## config.mk

```make
export PLATFORM = sky130hd
export DESIGN_NAME = tama_cmd_rx
export DESIGN_NICKNAME = d
export VERILOG_FILES = /design/src/rtl/tama_pkg.sv /design/src/rtl/tama_sync2.sv /design/src/rtl/tama_cmd_rx.sv
export SDC_FILE = /design/constraint.sdc
export NUM_CORES = 1
export LEC_CHECK = 0
export ABC_CLOCK_PERIOD_IN_PS = 5200
export CORE_UTILIZATION = 55
export CTS_CLUSTER_SIZE = 14
export DETAILED_ROUTE_END_ITERATION = 8
export PLACE_DENSITY = 0.73
export SLEW_MARGIN = 20
export SYNTH_ARGS = -nofsm -noshare
export SYNTH_HDL_FRONTEND = slang
export SYNTH_SLANG_ARGS = --single-unit
```

## constraint.sdc

```tcl
create_clock -name clk -period 5.2 [get_ports clk]
set_input_delay 1.04 -clock clk [delete_from_list [all_inputs] [get_ports clk]]
set_output_delay 1.04 -clock clk [all_outputs]
set_load 0.05 [all_outputs]
```

## src/rtl/tama_pkg.sv

```systemverilog
// Shared constants and FSM state type for the Tamagotchi-style UART command receiver.
package tama_pkg;

   localparam logic [2:0] CMD_NONE  = 3'd0;
   localparam logic [2:0] CMD_FEED  = 3'd1;
   localparam logic [2:0] CMD_PLAY  = 3'd2;
   localparam logic [2:0] CMD_CLEAN = 3'd3;
   localparam logic [2:0] CMD_SLEEP = 3'd4;
   localparam logic [2:0] CMD_TALK  = 3'd5;
   localparam logic [2:0] CMD_WAKE  = 3'd6;

   localparam logic [7:0] ASCII_F = 8'h46;
   localparam logic [7:0] ASCII_P = 8'h50;
   localparam logic [7:0] ASCII_C = 8'h43;
   localparam logic [7:0] ASCII_S = 8'h53;
   localparam logic [7:0] ASCII_T = 8'h54;
   localparam logic [7:0] ASCII_W = 8'h57;

   // Clearing bit 5 folds lower-case letters onto upper-case.
   localparam logic [7:0] CASE_MASK = 8'hDF;

   typedef enum logic [2:0] {
      ST_IDLE,
      ST_START,
      ST_DATA,
      ST_STOP,
      ST_WAIT_HIGH
   } rx_state_e;

endpackage

```

## src/rtl/tama_sync2.sv

```systemverilog
// Two-flop synchronizer for the serial line plus falling-edge detect.
module tama_sync2 (
   input  logic clk,
   input  logic rst_n,
   input  logic rx,
   output logic rx_s,
   output logic fall
);

   logic s1_q, s2_q, s3_q;

   // All stages reset high so a released reset on an idle line is quiet.
   always_ff @(posedge clk or negedge rst_n) begin
      if (!rst_n) begin
         s1_q <= 1'b1;
         s2_q <= 1'b1;
         s3_q <= 1'b1;
      end else begin
         s1_q <= rx;
         s2_q <= s1_q;
         s3_q <= s2_q;
      end
   end

   assign rx_s = s2_q;
   assign fall = s3_q & ~s2_q;

endmodule

```

## src/rtl/tama_cmd_rx.sv

```systemverilog
// 8N1 UART receiver that decodes single-letter care commands.
module tama_cmd_rx
   import tama_pkg::*;
#(
   parameter int CLKS_PER_BIT = 1042
) (
   input  logic       clk,
   input  logic       rst_n,
   input  logic       rx,
   output logic [7:0] data,
   output logic       data_valid,
   output logic [2:0] cmd,
   output logic       cmd_valid,
   output logic       frame_err,
   output logic       busy
);

   localparam int CW = $clog2(CLKS_PER_BIT);
   localparam logic [CW-1:0] BIT_END  = CW'(CLKS_PER_BIT - 1);
   localparam logic [CW-1:0] HALF_END = CW'(CLKS_PER_BIT / 2 - 1);

   logic rx_s, fall;

   tama_sync2 u_sync (
      .clk   (clk),
      .rst_n (rst_n),
      .rx    (rx),
      .rx_s  (rx_s),
      .fall  (fall)
   );

   rx_state_e     state_q, state_d;
   logic [CW-1:0] cnt_q, cnt_d;
   logic [2:0]    bit_q, bit_d;
   logic [7:0]    shift_q, shift_d;
   logic [7:0]    data_q, data_d;
   logic [2:0]    cmd_q, cmd_d;
   logic          data_valid_q, data_valid_d;
   logic          cmd_valid_q, cmd_valid_d;
   logic          frame_err_q, frame_err_d;
   logic [2:0]    dec;

   always_comb begin
      dec = CMD_NONE;
      case (shift_q & CASE_MASK)
         ASCII_F: dec = CMD_FEED;
         ASCII_P: dec = CMD_PLAY;
         ASCII_C: dec = CMD_CLEAN;
         ASCII_S: dec = CMD_SLEEP;
         ASCII_T: dec = CMD_TALK;
         ASCII_W: dec = CMD_WAKE;
         default: dec = CMD_NONE;
      endcase
   end

   always_comb begin
      state_d      = state_q;
      cnt_d        = cnt_q;
      bit_d        = bit_q;
      shift_d      = shift_q;
      data_d       = data_q;
      cmd_d        = cmd_q;
      data_valid_d = 1'b0;
      cmd_valid_d  = 1'b0;
      frame_err_d  = 1'b0;
      unique case (state_q)
         ST_IDLE: begin
            if (fall) begin
               state_d = ST_START;
               // The detect cycle is already one cycle into the start bit.
               cnt_d   = CW'(1);
               bit_d   = 3'd0;
            end
         end
         ST_START: begin
            if (cnt_q >= HALF_END) begin
               cnt_d   = '0;
               state_d = rx_s ? ST_IDLE : ST_DATA;
            end else begin
               cnt_d = cnt_q + CW'(1);
            end
         end
         ST_DATA: begin
            if (cnt_q == BIT_END) begin
               cnt_d   = '0;
               shift_d = {rx_s, shift_q[7:1]};
               bit_d   = bit_q + 3'd1;
               if (bit_q == 3'd7) state_d = ST_STOP;
            end else begin
               cnt_d = cnt_q + CW'(1);
            end
         end
         ST_STOP: begin
            if (cnt_q == BIT_END) begin
               cnt_d = '0;
               if (rx_s) begin
                  state_d      = ST_IDLE;
                  data_d       = shift_q;
                  data_valid_d = 1'b1;
                  if (dec != CMD_NONE) begin
                     cmd_d       = dec;
                     cmd_valid_d = 1'b1;
                  end
               end else begin
                  state_d     = ST_WAIT_HIGH;
                  frame_err_d = 1'b1;
               end
            end else begin
               cnt_d = cnt_q + CW'(1);
            end
         end
         ST_WAIT_HIGH: begin
            if (rx_s) state_d = ST_IDLE;
         end
         default: state_d = ST_IDLE;
      endcase
   end

   always_ff @(posedge clk or negedge rst_n) begin
      if (!rst_n) begin
         state_q      <= ST_IDLE;
         cnt_q        <= '0;
         bit_q        <= 3'd0;
         shift_q      <= 8'h00;
         data_q       <= 8'h00;
         cmd_q        <= CMD_NONE;
         data_valid_q <= 1'b0;
         cmd_valid_q  <= 1'b0;
         frame_err_q  <= 1'b0;
      end else begin
         state_q      <= state_d;
         cnt_q        <= cnt_d;
         bit_q        <= bit_d;
         shift_q      <= shift_d;
         data_q       <= data_d;
         cmd_q        <= cmd_d;
         data_valid_q <= data_valid_d;
         cmd_valid_q  <= cmd_valid_d;
         frame_err_q  <= frame_err_d;
      end
   end

   assign data       = data_q;
   assign data_valid = data_valid_q;
   assign cmd        = cmd_q;
   assign cmd_valid  = cmd_valid_q;
   assign frame_err  = frame_err_q;
   assign busy       = (state_q != ST_IDLE);

endmodule

```

==> impl_metrics.yaml <==
outcome:
  outcome: "complete, no violations"
setup_path:
  cp.required_ns: 4.16
  worst_path_max_delay_cell: "clkdlybuf4s50_1"
  cp-end-kind: "output pin"
  crit_path_max_fanout: 11
  crit_family: "buffers and inverters"
  cp-start-kind: "flop"
  crit_chain: "nor3_1 -> inv_1 -> clkdlybuf4s50_1"
  slowest_delay_ns: 0.70
  worst-path-buf-inv: 2
  cp.arrival_ns: 1.87
  path_class: "reg2out"
clock_network:
  post_cts_buffers: 0
  tritoncts: "done"
  numCtsBuffers: 5
  clk_latency_ns: 0.29
  clock_sinks: 42
  cts_buffer_depth: 2
  root_buffer: "clkbuf_8"
  clk_pin_slew_ns: 0.07
  cts_resized: 0
  cts_hold_buf: 0
  h-tree-depth: 2
layout:
  utilization: 0.681
  fill_cells: 287
  multiInputGateArea_um2: 981
  seq_area_um2: 1050
  layout.nets: 228
  antenna-diode-count: 0
  drive_gt1_frac: 0.132
  area_growth_pct: 13.8
synthesis:
  synthesis.nets: 210
  synth_most_common_cell: "dfrtp_1"
  synthCells: 202
  synth-seq-cells: 42
  synth_top_area_frac: 0.470
  async_flop_share: 1.00
  seq_area_frac_synth: 0.508
  synth-edff-count: 0
  synth_top_area_cell: "dfrtp_1"
  synth_area_leaders: "dfrtp_1 47%, nand2_1 6.2%, mux2_2 4.9%"
  synth_ff_type: "dfrtp_1"
  yosysWarnings: 0
  ys_types: 47
  yosys-top-cells-count: "39 x dfrtp_1, 34 x nand2_1, 16 x o21ai_0"
  netlist_area_um2: 2070
  synth.avg_cell_area_um2: 10.3
flow_run:
  cap_violations: 0
die:
  start_util: 0.598
  placementRows: 21
  die_w_um: 63.4
  dieArea_um2: 4020
  die_h_um: 63.4
  fp.coreArea_um2: 3470
  design.portCount: 18
global_route:
  grt_pass1_vias: 1471
  grt_start_max_net_pins: 43
  antenna_found_initial: 0
  grt_overflow_total: 0
  grtUsageTotal: 0.222
  grt_pass1_wl_um: 6800
placed_design:
  place.gp.congestion: 0.846
  dp_hpwl_um: 2710
  io_buffers: 17
power_and_ir_drop:
  power_density_nw_per_um2: 249
  irDropWorstVdd_mv: 0.185
  leakagePower_uw: 0.00106
timing:
  period_needed_ns: 2.91
  clock_skew_ns: 0.00818
  period_share: 0.559
  fmax_ghz: 0.344
  finalHoldViolCount: 0
  rsz0062_at_grt: "false"
  setup_viol: 0
  drv_slew: 0
  hold-worst-slack_ns: 0.357
  slew_headroom: 0.403
  tightest_slew_ns: 0.895
  final.setup.tns_ns: 0
hold_path:
  hold_path_class: "reg2reg"
route:
  firstDrtPassIters: 4
  drc_errors: 0
  antenna_left: 0
  num_vias: 1520
  wl_um: 3800
  drt_iter0_markers: 94
  wl_per_cell_um: 14.3
  via_per_inst: 5.71
[registers in the layout (all words and copies together), names as in the netlist]
| name | cells |
|---|---|
| data_valid | 1 |
| frame_err | 1 |
| u_sync.s1_q | 1 |
| cnt_q | 11 |
| data | 8 |
| cmd_valid | 1 |
| bit_q | 3 |
| cmd | 3 |
| state_q | 3 |
| shift_q | 8 |
| u_sync.rx_s | 1 |
| u_sync.s3_q | 1 |
[cell usage in the layout (no fill, tap or decap), types with 2 or more instances in the layout]
cell,n
dfrtp_1,39
nand2_1,34
o21ai_0,16
clkdlybuf4s50_1,16
nand3_1,10
nor2_1,9
mux2_2,9
a21oi_1,8
inv_1,7
nand2b_1,6
a22o_1,6
ha_1,5
clkbuf_8,5
nor3_1,4
or3_1,3
dfstp_2,3
or4_4,2
nor2b_1,2
nor4_4,2
a21boi_0,2
mux2i_1,2
a31oi_1,2
nand3b_1,2
clkbuf_1,2
[worst paths after layout]
| check | startpoint | end | slack, ns | cells after the start |
|---|---|---|---|---|
| worst max-delay path | state_q[1] | busy | 2.29 | 3 |
| worst min-delay path | u_sync.s1_q | u_sync.rx_s | 0.36 | 0 |
| worst max register to register | cnt_q[5] | cmd[0] | 2.73 | 5 |
| worst min register to register | u_sync.s1_q | u_sync.rx_s | 0.36 | 0 |
| max in group asynchronous | rst_n | bit_q[0] | 3.77 | 1 |
| min in group asynchronous | rst_n | data[0] | 0.87 | 1 |
[power breakdown]
part	switching, uW	internal (uW)	total [uW]
Sequential	11.3	334	346
Combinational	33.2	16.9	50.1
Clock	99.6	92.3	192
[cell type report]
type	count	share of cell area
Clock buffer	7	0.0323
Timing Repair Buffer	17	0.0700
Multi-Input combinational cell	147	0.415
Tap cell	46	0.0244
Inverter	7	0.0111
Sequential cell	42	0.447
[routing by layer]
| layer | wire (um) | vias to the layer above | track usage |
|---|---|---|---|
| li1 | - | 754 | - |
| met1 | 1860 | 738 | 0.306 |
| met2 | 1750 | 22 | 0.326 |
| met3 | 133 | 6 | 0.0598 |
| met4 | 59 | 0 | 0.102 |
| met5 | 0 | - | 0 |
[stage by stage]
stage          cells  total power, uW  worst slack, ns  area, um^2
2_1_floorplan    202              382             2.94        2070
5_1_grt          266              616             2.18        2360
3_3_place_gp     259              399             2.62        2270
4_1_cts          266              596             2.29        2350
6_report         266              588             2.29        2360
3_5_place_dp     259              401             2.62        2270
[cell families (layout without fill, tap and decap cells)]
logic type	count (synthesis)	in the layout	synth area share
simple gates	84	84	0.225
compound gates	44	44	0.140
flops	42	42	0.508
buf+inv	13	31	0.0241
mux	12	12	0.0639
fa+ha+maj	5	5	0.0302
xor+xnor	2	2	0.00845
[worst register-to-register path, delay by kind of cell, from the launching register on]
| family | cells | cell delay [ns] |
|---|---|---|
| multiplexers | 1 | 0.33 |
| flip-flops | 1 | 0.42 |
| AND/OR/NAND/NOR | 4 | 1.59 |
Power figures use the tool's default switching activity.
